==> src/rtl/sc_token_pkg.sv <==
// -----------------------------------------------------------------------------
// sc_token_pkg
// Shared definitions for the synchronous-side token-ring transmitter:
// handshake state encoding, token counter width and default geometry.
// No ports (package).
// -----------------------------------------------------------------------------
package sc_token_pkg;

   localparam int unsigned STATE_W     = 2;
   localparam int unsigned TOKEN_CNT_W = 16;
   localparam int unsigned DEF_DW      = 8;
   localparam int unsigned DEF_DEPTH   = 4;

   typedef enum logic [STATE_W-1:0] {
      IDLE   = 2'd0,
      SETUP  = 2'd1,
      REQ_HI = 2'd2,
      REQ_LO = 2'd3
   } state_t;

endpackage

==> src/rtl/sc_token_sync.sv <==
// -----------------------------------------------------------------------------
// sc_token_sync
// Level synchronizer (flop chain) for the asynchronous ring ACK.
// Ports:
//   i_clk  system clock
//   i_rst  synchronous active-high reset, clears every stage
//   i_d    asynchronous input
//   o_q    synchronized output (i_d delayed by STAGES flops)
// -----------------------------------------------------------------------------
module sc_token_sync #(
   parameter int unsigned STAGES = 2
) (
   input  logic i_clk,
   input  logic i_rst,
   input  logic i_d,
   output logic o_q
);

   (* ASYNC_REG = "TRUE", DONT_TOUCH = "TRUE" *) logic [STAGES-1:0] r_sync;

   always_ff @(posedge i_clk) begin
      if (i_rst) r_sync <= '0;
      else       r_sync <= {r_sync[STAGES-2:0], i_d};
   end

   assign o_q = r_sync[STAGES-1];

endmodule

==> src/rtl/sc_token_tx.sv <==
// -----------------------------------------------------------------------------
// sc_token_tx
// Synchronous-side transmitter for the self-timed token ring. Tokens from
// clocked logic are buffered in a small FIFO and launched one at a time with
// a 4-phase return-to-zero REQ/ACK handshake; DATA_OUT is held stable from
// one cycle before REQ rises until ACK has returned low.
// Ports:
//   CLK        system clock
//   RST        synchronous active-high reset
//   IN_VALID   upstream offers a token
//   IN_READY   FIFO can accept a token (registered)
//   IN_DATA    token payload
//   REQ        ring request (flop output)
//   ACK        ring acknowledge (asynchronous)
//   DATA_OUT   bundled data (flop output)
//   TOKEN_CNT  tokens fully delivered, wraps
//   BUSY       FIFO non-empty or handshake in progress
//   ERR        (SC_TOKEN_TX_TIMEOUT_EN only) sticky handshake timeout
// Build option: define SC_TOKEN_TX_TIMEOUT_EN to add the TIMEOUT parameter,
// the ERR port and the handshake watchdog.
// -----------------------------------------------------------------------------
module sc_token_tx
   import sc_token_pkg::*;
#(
   parameter int unsigned DW          = DEF_DW,
   parameter int unsigned DEPTH       = DEF_DEPTH,
   parameter int unsigned SYNC_STAGES = 2
`ifdef SC_TOKEN_TX_TIMEOUT_EN
   ,
   parameter int unsigned TIMEOUT     = 1024
`endif
) (
   input  logic                   CLK,
   input  logic                   RST,
   input  logic                   IN_VALID,
   output logic                   IN_READY,
   input  logic [DW-1:0]          IN_DATA,
   output logic                   REQ,
   input  logic                   ACK,
   output logic [DW-1:0]          DATA_OUT,
   output logic [TOKEN_CNT_W-1:0] TOKEN_CNT,
   output logic                   BUSY
`ifdef SC_TOKEN_TX_TIMEOUT_EN
   ,
   output logic                   ERR
`endif
);

   localparam int unsigned AW = $clog2(DEPTH);

   logic [DW-1:0]          r_mem [DEPTH];
   logic [AW-1:0]          r_wr_ptr;
   logic [AW-1:0]          r_rd_ptr;
   logic [AW:0]            r_count;
   logic                   r_in_ready;
   logic                   r_req;
   logic [DW-1:0]          r_data;
   logic [TOKEN_CNT_W-1:0] r_token_cnt;
   state_t                 r_state;

   state_t                 w_state_nxt;
   logic                   w_ack_s;
   logic                   w_push;
   logic                   w_pop;
   logic                   w_deliver;
   logic [AW:0]            w_count_nxt;

   sc_token_sync #(.STAGES(SYNC_STAGES)) u_ack_sync (
      .i_clk (CLK),
      .i_rst (RST),
      .i_d   (ACK),
      .o_q   (w_ack_s)
   );

   assign w_push      = IN_VALID && r_in_ready;
   assign w_count_nxt = r_count + (AW+1)'(w_push) - (AW+1)'(w_pop);

`ifdef SC_TOKEN_TX_TIMEOUT_EN
   localparam int unsigned TW = $clog2(TIMEOUT) + 1;

   logic [TW-1:0] r_tmo;
   logic          r_err;
   logic          w_in_hs;
   logic          w_timeout;

   assign w_in_hs   = (r_state == REQ_HI) || (r_state == REQ_LO);
   assign w_timeout = w_in_hs && (r_tmo == TW'(TIMEOUT - 1));

   // Watchdog restarts on every handshake state change.
   always_ff @(posedge CLK) begin
      if (RST) begin
         r_tmo <= '0;
         r_err <= 1'b0;
      end else begin
         if (w_timeout) r_err <= 1'b1;
         if (w_in_hs && (w_state_nxt == r_state)) r_tmo <= r_tmo + 1'b1;
         else                                     r_tmo <= '0;
      end
   end

   assign ERR = r_err;
`endif

   always_comb begin
      w_state_nxt = r_state;
      w_pop       = 1'b0;
      w_deliver   = 1'b0;
      case (r_state)
         // A pending ACK from the ring stalls the launch: REQ never rises
         // while the synchronized ACK is still high.
         IDLE: begin
            if ((r_count != '0) && !w_ack_s) begin
               w_pop       = 1'b1;
               w_state_nxt = SETUP;
            end
         end
         SETUP:   if (!w_ack_s) w_state_nxt = REQ_HI;
         REQ_HI:  if (w_ack_s)  w_state_nxt = REQ_LO;
         REQ_LO: begin
            if (!w_ack_s) begin
               w_deliver   = 1'b1;
               w_state_nxt = IDLE;
            end
         end
         default: w_state_nxt = IDLE;
      endcase
`ifdef SC_TOKEN_TX_TIMEOUT_EN
      if (w_timeout) begin
         w_deliver   = 1'b0;
         w_state_nxt = IDLE;
      end
`endif
   end

   always_ff @(posedge CLK) begin
      if (w_push) r_mem[r_wr_ptr] <= IN_DATA;
   end

   always_ff @(posedge CLK) begin
      if (RST) begin
         r_state     <= IDLE;
         r_wr_ptr    <= '0;
         r_rd_ptr    <= '0;
         r_count     <= '0;
         r_in_ready  <= 1'b0;
         r_req       <= 1'b0;
         r_data      <= '0;
         r_token_cnt <= '0;
      end else begin
         r_state    <= w_state_nxt;
         r_count    <= w_count_nxt;
         // Ready is the registered form of !full, so IN_VALID never reaches
         // IN_READY combinationally.
         r_in_ready <= (w_count_nxt != (AW+1)'(DEPTH));
         // REQ mirrors the next state so it comes straight from a flop.
         r_req      <= (w_state_nxt == REQ_HI);
         if (w_push) r_wr_ptr <= r_wr_ptr + 1'b1;
         if (w_pop) begin
            r_data   <= r_mem[r_rd_ptr];
            r_rd_ptr <= r_rd_ptr + 1'b1;
         end
         if (w_deliver) r_token_cnt <= r_token_cnt + 1'b1;
      end
   end

   assign IN_READY  = r_in_ready;
   assign REQ       = r_req;
   assign DATA_OUT  = r_data;
   assign TOKEN_CNT = r_token_cnt;
   assign BUSY      = (r_count != '0) || (r_state != IDLE);

endmodule

==> config.mk <==
export PLATFORM = sky130hd
export DESIGN_NAME = sc_token_tx
export DESIGN_NICKNAME = d
export VERILOG_FILES = /design/src/rtl/sc_token_pkg.sv /design/src/rtl/sc_token_sync.sv /design/src/rtl/sc_token_tx.sv
export SDC_FILE = /design/constraint.sdc
export NUM_CORES = 1
export LEC_CHECK = 0
export CORE_ASPECT_RATIO = 2
export CORE_UTILIZATION = 35
export DETAILED_ROUTE_END_ITERATION = 10
export PLACE_DENSITY = 0.58
export SKIP_CTS_REPAIR_TIMING = 1
export SYNTH_ARGS = -nofsm -noshare
export SYNTH_HDL_FRONTEND = slang
export SYNTH_SLANG_ARGS = --single-unit
==> constraint.sdc <==
create_clock -name CLK -period 6.25 [get_ports CLK]
set_input_delay 1.875 -clock CLK [delete_from_list [all_inputs] [get_ports CLK]]
set_output_delay 1.875 -clock CLK [all_outputs]
set_load 0.01 [all_outputs]
======== After elaboration in Yosys (flattened, before gate mapping) ========
Memories as Yosys holds them, arrays and structs flattened. A register that Yosys moved wholly into a read port is not among the register bits.
Index checks and enable logic that the tools add are counted.
storage, ports and cells
  register bits after elaboration ......... 29
  bits in writable memories ............... 32
  input port bits ......................... 12
  output and inout port bits .............. 27
  word-level logic and storage cells ...... 37
  memories ................................ 1
memories
  name   words  bits a word  read ports  clocked after Yosys merged registers in  wr ports  line               text
  r_mem  4      8            1           1                                        1         sc_token_tx.sv:51  logic [DW-1:0] r_mem [DEPTH];
operators by class
  add/subtract/negate cells ............... 5
  eq/ne operators ......................... 5
  multiplexer cells ....................... 11
  reductions and logical operators ........ 7
operators with widths
  cell                                           count
  adder 16 x 1 -> 16 bit, second input constant  1
  two-way mux 2 bit                              4
  case mux 2 bit (4 select lines)                1
  == test 2 bit, second input constant           3
  two-way mux 1 bit                              6
  adder 2 x 1 -> 2 bit, second input constant    2
  adder 3 x 1 -> 3 bit                           1
  != test 3 bit, second input constant           1
  nonzero test 3 bit                             1
  subtractor 3 x 1 -> 3 bit                      1
  == test 2 x 1 -> 1 bit, second input constant  1
  logical AND 1 bit                              2
  logical NOT 2 bit                              1
  nonzero test 2 bit                             1
  logical NOT 1 bit                              1
  logical OR 1 bit                               1

======== Logic depth before layout (Yosys ltp) ========
Gate-level depths: netlist (run 1).
  depth in word-level cells ............... 6
  mapped depth ............................ 13
  gate-level depth less buffers ........... 12

======== Hierarchy ========
Synthesis (run 1) repeated with hierarchy kept, for this count alone.
unflattened totals
  cells, all modules ...................... 226
  area total of the unflattened synthesis .. 2800.2 µm²
modules (own cells, without submodules)
  module         instances  cells an instance  area each (µm²)  sequential area each (µm²)
  sc_token_tx    1          222                2747.6           1661.6
  sc_token_sync  1          4                  52.6             40.0

======== Worst setup path after synthesis (run 1) ========
Ideal clock, no wire load.
  path kind ............................... input to register
  start point ............................. in IN_VALID
  end point ............................... reg r_in_ready, in the netlist IN_READY
  library setup time ...................... 128 ps
  arrival ................................. 3324 ps
  data required time ...................... 6122 ps
  path slack .............................. 2798 ps
  stages .................................. 10
  buffers on the path ..................... 0
  path through ............................ nand2_1 ha_1 inv_1 ha_1 inv_1 fa_1 xor2_1 xnor2_1 nor3b_1 nor2_1
on the way
  longest elaborated chain between the ends .. 4
ends and longest elaborated chain
  item                       line                text
  from (decl)                sc_token_tx.sv:35   input logic IN_VALID,
  logical AND 1 bit          sc_token_tx.sv:75   assign w_push = IN_VALID && r_in_ready;
  adder 3 x 1 -> 3 bit       sc_token_tx.sv:76   assign w_count_nxt = r_count + (AW+1)'(w_push) - (AW+1)'(w_pop);
  subtractor 3 x 1 -> 3 bit  sc_token_tx.sv:76
  != test 3 bit              sc_token_tx.sv:154  r_in_ready <= (w_count_nxt != (AW+1)'(DEPTH));
  to (signal assigned)       sc_token_tx.sv:154
  to (decl)                  sc_token_tx.sv:55   logic r_in_ready;
No other way between the ends.
A chain may end at the register's enable or synchronous reset.

======== Worst setup path after layout (run 1) ========
Same ends and word-level chain as after synthesis.

==> impl_metrics.csv, run 1 <==
group,metric,value,unit
finish,n_fill_cell,749,
detailed_routing,route.top_layer_used,"met4",
setup_path,end_kind,"register",
grt,grt_pass1_vias,1697,
pwr,vdd_drop_max,0.000187,V
synth,synth_area,2780,sq um
detailed_routing,wl_met3,164,um
setup_path,cpMaxStageDelayCell,"clkdlybuf4s50_1",
synth,syn-mean-instance-area,12.5,sq um
finish,diodes,0,
run_status,status,"complete, no violations",
floorplanning,die_w,65.0,um
detailed_routing,drtPass1Iterations,4,
clock_tree,clockBufferDepth,2,
clock_tree,tritoncts,"built",
synth,seq_area_frac_synth,0.613,
timing,slew_viol_final,0,
timing,fmax,0.262,GHz
clock_tree,cts_buffers,9,
grt,grt_max_degree,41,
synth,ys_types,32,
detailed_routing,wl_met2,2.88,mm
finish,final_area,3570,sq um
floorplanning,core-area,7660,sq um
placement,place.port_buffers,38,
floorplanning,die-area,8320,sq um
setup_path,arrival,4.01,ns
timing,tns,0,ns
clock_tree,clk_latency,0.33,ns
synth,synth_nets,242,
setup_path,cp_cell_sequence,"clkdlybuf4s50_1, nand2_1, ha_1, inv_1, ha_1, inv_1, fa_1, xor2_1, xnor2_1, nor3b_1, nor2_1",
detailed_routing,dr.first_iter.drc_count,85,
synth,ys_seq_elements,69,
detailed_routing,drcViolationCount,0,
clock_tree,root_buffer,"clkbuf_16",
grt,grt_pass1_wl,8.40,mm
grt,antenna_found_initial,0,
clock_tree,path_clk_slew,0.06,ns
pwr,p_leak,1.29,nW
finish,drive_above_1_share,0.119,
detailed_routing,vias_per_cell,4.85,
clock_tree,cts.sink_count,69,
floorplanning,io_pins,39,
synth,async_reset_ff_frac,0,
grt,grt.overflow.total,0,
timing,max_slew.worst_pin.slew,0.627,ns
synth,ys.flop_type,"dfxtp_1",
pwr,power.density,409,nW/um^2
timing,period_share,0.610,
synth,netlist_instances,222,
pwr,total_power,1.46,mW
floorplanning,die_y,128,um
placement,place_area,3240,sq um
finish,syn_to_final_growth,28.5,%
timing,setup-violations-final,0,
timing,slew_headroom,0.582,
setup_path,cp-start-kind,"primary input",
detailed_routing,ant_nets,0,
setup_path,cpPeakStageDelay,0.54,ns
floorplanning,rows,45,
finish,post-route-util,0.466,
floorplanning,start_util,0.363,
timing,hold_violations,0,
timing,skew,0.00665,ns
clock_tree,htreeDepth,3,
flow_run,cap_violations,0,
synth,synth_edf_count,32,
worst_hold_path,min_path_type,"reg -> reg",
timing,fin_crit,3.81,ns
detailed_routing,vias,1757,
grt,grt_usage,0.141,
placement,dpl.hpwl,3.59,mm
timing,fin_hold_ws,0.454,ns
finish,nets,283,
detailed_routing,drt_wl_total,5.09,mm
detailed_routing,wl_per_cell,14.1,um
detailed_routing,drt-met1-wl,1.94,mm
setup_path,critPathRequiredTime,6.45,ns
placement,gp_congestion,0.736,
setup_path,criticalPathCategory,"in -> reg",
synth,yosys_warnings,0,
setup_path,crit_fanout,6,
timing,rsz0062_at_grt,"no",
## state kept, by name, indices dropped and copies added (netlist names)
signal and flops:
TOKEN_CNT 16, r_state 2, DATA_OUT 8, REQ 1, r_mem 32, r_count 3
r_wr_ptr 2, r_rd_ptr 2, IN_READY 1, u_ack_sync.r_sync 2
## routing by layer
layer / vias up / global-route usage
met1: 847 / 0.147
li1: 870 / -
met3: 8 / 0.0356
met2: 32 / 0.248
met4: 0 / 0.0863
met5: - / 0
## critical path, delay by kind of cell
kind / cells / cell delay, ns
buffers and inverters: 3 / 0.65
AND/OR/NAND/NOR: 3 / 0.38
adder cells (fa/ha/maj): 3 / 0.82
XOR/XNOR: 2 / 0.30
## where the power goes
part / internal (mW) / total, mW / switching (mW)
registers: 0.538 / 0.598 / 0.0604
logic: 0.171 / 0.323 / 0.152
clock network: 0.358 / 0.537 / 0.180
## layout by cell type, fill, tap and decap left out, types with 2 or more instances in the layout
| cell type | instances |
|---|---|
| clkinv_2 | 2 |
| nor2_1 | 19 |
| and3_1 | 6 |
| or3_1 | 4 |
| mux4_2 | 8 |
| clkdlybuf4s50_1 | 38 |
| nor2b_1 | 7 |
| edfxtp_1 | 32 |
| nor3_1 | 4 |
| a21oi_1 | 15 |
| xnor2_1 | 10 |
| ha_1 | 7 |
| xor2_1 | 5 |
| inv_1 | 6 |
| clkbuf_16 | 10 |
| clkbuf_8 | 2 |
| nand4_1 | 3 |
| mux2_2 | 3 |
| dfxtp_1 | 37 |
| nand3_1 | 8 |
| o21ai_0 | 5 |
| nand2_1 | 23 |
## worst paths after layout
| check | start | endpoint | slack, ns | depth (start not counted) |
|---|---|---|---|---|
| max | IN_VALID | IN_READY$_SDFF_PP0_ | 2.44 | 11 |
| min | u_ack_sync.r_sync[0]$_SDFF_PP0_ | u_ack_sync.r_sync[1]$_SDFF_PP0_ | 0.45 | 1 |
| max reg2reg | r_state[1]$_SDFF_PP0_ | IN_READY$_SDFF_PP0_ | 3.33 | 11 |
| min reg2reg | u_ack_sync.r_sync[0]$_SDFF_PP0_ | u_ack_sync.r_sync[1]$_SDFF_PP0_ | 0.45 | 1 |
## stage by stage
step           setup slack (ns)  std cells
2_1_floorplan              2.80        222
3_3_place_gp               2.18        346
3_5_place_dp               2.10        346
4_1_cts                    2.44        362
5_1_grt                    2.25        362
6_report                   2.44        362
## cells in the mapped netlist (all sizes together), types with 7 or more instances
library cell / count / share of area
nor2b: 7 / 0.016
mux4: 8 / 0.065
ha: 7 / 0.032
nand2: 23 / 0.031
a21oi: 15 / 0.027
nor2: 19 / 0.026
xnor2: 10 / 0.032
nand3: 8 / 0.014
edfxtp: 32 / 0.35
dfxtp: 37 / 0.27
## kinds of logic after synthesis
group / count (synthesis) / synth area share
buf+inv: 16 / 0.0252
xor+xnor: 15 / 0.0473
simple gates: 83 / 0.163
mux: 11 / 0.0770
compound gates: 20 / 0.0360
flops: 69 / 0.613
fa+ha+maj: 8 / 0.0387
## area by class of cell
| class | count | area, sq um | share of cell area |
|---|---|---|---|
| multi-input combinational | 137 | 1010 | 0.282 |
| timing repair buffer | 39 | 388 | 0.109 |
| clock buffer | 13 | 285 | 0.0799 |
| sequential | 69 | 1700 | 0.477 |
| tap | 94 | 118 | 0.0329 |
| clock inverter | 3 | 40.0 | 0.0112 |
| inverter | 7 | 31.3 | 0.00876 |
(Power assumes the default switching activity.)
==> run 2: changes to the inputs <==
- clock period: 6.25 -> 3.7 ns (I/O delays scaled with it)
==> run 2 against run 1 <==
Utilization decreased by 0.56 points. Via count shrank 0.80%. Largest cell class unchanged. Sequential power up 69%. Non-clock buffer count did not move. Final cell count is the same. Die area unchanged. Worst hold slack got worse by 0.0011 ns. Cell area is 1.2% lower. Clock skew down 0.0020 ns.
==> impl_metrics.csv, run 2 (synthesis results as in run 1) <==
group,metric,value,unit
run_status,status,"complete, no violations",
floorplanning,start_util,0.363,
worst_hold_path,min_path_type,"reg -> reg",
finish,largest_register,"r_mem",
detailed_routing,drtPass1Iterations,5,
grt,use_met2,0.251,
finish,final_common_cell,"clkdlybuf4s50_1",
floorplanning,die_y,128,um
clock_tree,clk_latency,0.33,ns
floorplanning,core-area,7660,sq um
pwr,power.density,667,nW/um^2
grt,met3_usage,0.0356,
floorplanning,die-area,8320,sq um
setup_path,cpMaxStageDelayCell,"clkdlybuf4s50_1",
detailed_routing,drt_wl_total,5.03,mm
grt,met1_usage,0.145,
pwr,p_leak,1.26,nW
detailed_routing,drcViolationCount,0,
floorplanning,io_pins,39,
setup_path,arrival,3.26,ns
finish,largest_reg_flops,32,
detailed_routing,wl_per_cell,13.9,um
setup_path,cpPeakStageDelay,0.54,ns
timing,fmax,0.328,GHz
finish,diodes,0,
placement,dpl.hpwl,3.61,mm
grt,grt.overflow.total,0,
detailed_routing,ant_nets,0,
setup_path,end_kind,"register",
detailed_routing,vias,1743,
grt,grt_pass1_vias,1786,
floorplanning,rows,45,
flow_run,cap_violations,0,
timing,period_share,0.823,
clock_tree,path_clk_slew,0.05,ns
clock_tree,cts.sink_count,69,
timing,hold_violations,0,
clock_tree,root_buffer,"clkbuf_16",
finish,syn_to_final_growth,27.0,%
timing,slew_headroom,0.577,
clock_tree,clockBufferDepth,2,
placement,place.port_buffers,38,
placement,gp_congestion,0.746,
timing,tns,0,ns
detailed_routing,dr.first_iter.drc_count,42,
setup_path,critPathRequiredTime,3.91,ns
floorplanning,die_w,65.0,um
finish,layout_common_cells,"clkdlybuf4s50_1 (38), dfxtp_1 (37), edfxtp_1 (32)",
setup_path,criticalPathCategory,"in -> reg",
pwr,total_power,2.35,mW
clock_tree,htreeDepth,3,
setup_path,cp_cell_sequence,"clkdlybuf4s50_1, nand2_1, ha_1, inv_1, ha_1, inv_1, fa_1, xor2_1, xnor2_1, nor3b_1, nor2_1",
clock_tree,cts_buffers,9,
grt,grt_pass1_wl,8.52,mm
setup_path,crit_fanout,6,
clock_tree,tritoncts,"built",
finish,n_fill_cell,743,
timing,slew_viol_final,0,
timing,max_slew.worst_pin.slew,0.634,ns
timing,setup-violations-final,0,
setup_path,cp-start-kind,"primary input",
finish,nets,283,
grt,grt_max_degree,26,
grt,antenna_found_initial,0,
timing,skew,0.00467,ns
timing,rsz0062_at_grt,"no",
grt,busiest_layer,"met2",
pwr,vdd_drop_max,0.000372,V
detailed_routing,vias_per_cell,4.81,
finish,drive_above_1_share,0.104,
timing,fin_crit,3.04,ns
grt,grt_usage,0.142,
run 2: cell count changes in the layout (fill, tap and decap cells not counted), sizes merged:
cell and change:
clkbuf -3, clkinvlp +1, clkinv +2
run 2: stage by stage:
step / utilization / setup WS, ns / std cells / cell area, sq um / hold slack, ns
2_1_floorplan: - / 1.01 / 222 / 2780 / 0.414
3_3_place_gp: 0.424 / 0.383 / 346 / 3240 / 0.438
3_5_place_dp: 0.424 / 0.295 / 346 / 3240 / 0.444
4_1_cts: 0.461 / 0.645 / 362 / 3530 / 0.460
5_1_grt: 0.461 / 0.469 / 362 / 3530 / 0.475
6_report: 0.461 / 0.655 / 362 / 3530 / 0.453
run 2: worst max-delay path, delay by kind of cell:
kind                     cells  cell delay [ns]
buffers and inverters        3             0.65
adder cells (fa/ha/maj)      3             0.81
AND/OR/NAND/NOR              3             0.39
XOR/XNOR                     2             0.30
run 2: cell type report:
class                   count  area, sq um  area share
clock inverters             6         53.8      0.0153
flip-flops and latches     69         1700       0.482
clock buffers              10          229      0.0649
inverters                   7         31.3     0.00887
repair buffers             39          388       0.110
well taps                  94          118      0.0333
multi-input cells         137         1010       0.285
run 2: report_power, final:
part	switching, mW	internal, mW
registers	0.101	0.909
logic	0.253	0.286
clock network	0.293	0.513
run 2: metal layers:
metal  wire (um)  vias up
met5           0        -
met2        2820       29
met4         124        0
li1            -      871
met3         159        7
met1        1930      836
run 2: path summary, 6_finish.rpt:
check,slack (ns),cells after the start,start,end
max,0.66,11,IN_VALID,IN_READY$_SDFF_PP0_
min,0.45,2,DATA_OUT[5]$_SDFFE_PP0P_,DATA_OUT[5]$_SDFFE_PP0P_
max reg2reg,0.80,11,r_state[1]$_SDFF_PP0_,IN_READY$_SDFF_PP0_
min reg2reg,0.45,2,DATA_OUT[5]$_SDFFE_PP0P_,DATA_OUT[5]$_SDFFE_PP0P_
==> run 3: changes to the inputs <==
- clock period: 3.7 -> 3.02 ns (I/O delays scaled with it)
==> run 3 against run 2 <==
Sequential share of layout area fell by 0.64 points. Global-route usage rose by 0.40 points. Critical path depth did not move.
==> impl_metrics.csv, run 3 (synthesis results as in run 1) <==
group,metric,value,unit
finish,syn_to_final_growth,28.7,%
setup_path,end_kind,"register",
run_status,status,"complete, no violations",
clock_tree,clk_latency,0.33,ns
setup_path,critPathRequiredTime,3.23,ns
finish,final_area,3570,sq um
floorplanning,die_w,65.0,um
floorplanning,start_util,0.363,
floorplanning,rows,45,
finish,drive_above_1_share,0.129,
placement,gp_congestion,0.691,
clock_tree,path_clk_slew,0.06,ns
floorplanning,core-area,7660,sq um
floorplanning,die_y,128,um
finish,final_common_cell,"clkdlybuf4s50_1",
placement,place_area,3270,sq um
grt,grt_max_degree,30,
finish,regArea,1700,sq um
finish,largest_reg_flops,32,
timing,skew,0.00539,ns
finish,nets,287,
detailed_routing,drt-met1-wl,1.95,mm
setup_path,arrival,2.91,ns
pwr,power.density,830,nW/um^2
setup_path,crit_fanout,2,
clock_tree,clockBufferDepth,2,
floorplanning,io_pins,39,
detailed_routing,vias_per_cell,4.78,
detailed_routing,wl_per_cell,14.1,um
setup_path,cp-start-kind,"primary input",
timing,fin_hold_ws,0.457,ns
timing,slew_viol_final,0,
finish,largest_register,"r_mem",
timing,fmax,0.371,GHz
finish,diodes,0,
pwr,vdd_drop_max,0.000499,V
clock_tree,tritoncts,"built",
clock_tree,htreeDepth,3,
detailed_routing,drt_wl_total,5.15,mm
clock_tree,root_buffer,"clkbuf_16",
timing,slew_headroom,0.586,
detailed_routing,route.top_layer_used,"met4",
timing,max_slew.worst_pin.slew,0.621,ns
finish,layout_common_cells,"clkdlybuf4s50_1 (38), dfxtp_1 (37), edfxtp_1 (32)",
detailed_routing,drcViolationCount,0,
placement,dpl.hpwl,3.70,mm
placement,place.port_buffers,38,
timing,rsz0062_at_grt,"no",
finish,n_fill_cell,752,
detailed_routing,vias,1748,
detailed_routing,drtPass1Iterations,4,
grt,grt_pass1_wl,8.65,mm
flow_run,cap_violations,0,
timing,fin_crit,2.70,ns
clock_tree,cts.sink_count,69,
detailed_routing,dr.first_iter.drc_count,69,
worst_hold_path,min_path_type,"reg -> reg",
pwr,p_leak,1.29,nW
detailed_routing,ant_nets,0,
timing,period_share,0.893,
grt,grt_pass1_vias,1767,
floorplanning,die-area,8320,sq um
timing,setup-violations-final,0,
clock_tree,cts_buffers,9,
timing,hold_violations,0,
grt,antenna_found_initial,0,
detailed_routing,wl_met3,199,um
setup_path,criticalPathCategory,"in -> reg",
detailed_routing,wl_met2,2.92,mm
finish,multi_input_area,1010,sq um
grt,grt.overflow.total,0,
grt,grt_usage,0.146,
-- run 3: layout make-up --
cell class / count / area share
Sequential cell: 69 / 0.476
Multi-Input combinational cell: 137 / 0.281
Timing Repair Buffer: 43 / 0.117
Clock buffer: 9 / 0.0630
Tap cell: 94 / 0.0329
Clock inverter: 7 / 0.0210
Inverter: 7 / 0.00875
-- run 3: routing by layer --
metal / up-vias / track usage
li1: 880 / -
met4: 0 / 0.0784
met1: 833 / 0.150
met3: 5 / 0.0525
met2: 30 / 0.251
met5: - / 0
-- run 3: where the power goes --
part           internal [mW]  leakage (nW)  switching, mW
combinational          0.375         0.556          0.332
clock                  0.641         0.140          0.392
sequential              1.11         0.592          0.114
total                   2.13          1.29          0.838
-- run 3: critical path: stages --
cell,delay (ns)
clkdlybuf4s50_1,0.47
nand2_1,0.08
ha_1,0.30
inv_1,0.05
ha_1,0.12
inv_1,0.05
fa_1,0.37
xor2_1,0.16
xnor2_1,0.14
nor3b_1,0.20
nor2_1,0.06
-- run 3: metrics by stage --
| step | power (mW) | instances | utilization | worst slack [ns] | setup TNS, ns |
|---|---|---|---|---|---|
| 2_1_floorplan | 1.68 | 222 | - | 0.393 | 0 |
| 3_3_place_gp | 1.96 | 350 | 0.428 | 0.0370 | 0 |
| 3_5_place_dp | 1.98 | 350 | 0.428 | -0.0466 | -0.0466 |
| 4_1_cts | 3.03 | 366 | 0.467 | 0.317 | 0 |
| 5_1_grt | 3.15 | 366 | 0.467 | 0.174 | 0 |
| 6_report | 2.97 | 366 | 0.467 | 0.324 | 0 |
-- run 3: final timing paths --
check / from / endpoint / slack [ns] / cells past startpoint
max: IN_VALID / IN_READY$_SDFF_PP0_ / 0.32 / 11
min: DATA_OUT[5]$_SDFFE_PP0P_ / DATA_OUT[5]$_SDFFE_PP0P_ / 0.46 / 2
max reg2reg: r_count[1]$_SDFF_PP0_ / IN_READY$_SDFF_PP0_ / 0.39 / 12
min reg2reg: DATA_OUT[5]$_SDFFE_PP0P_ / DATA_OUT[5]$_SDFFE_PP0P_ / 0.46 / 2
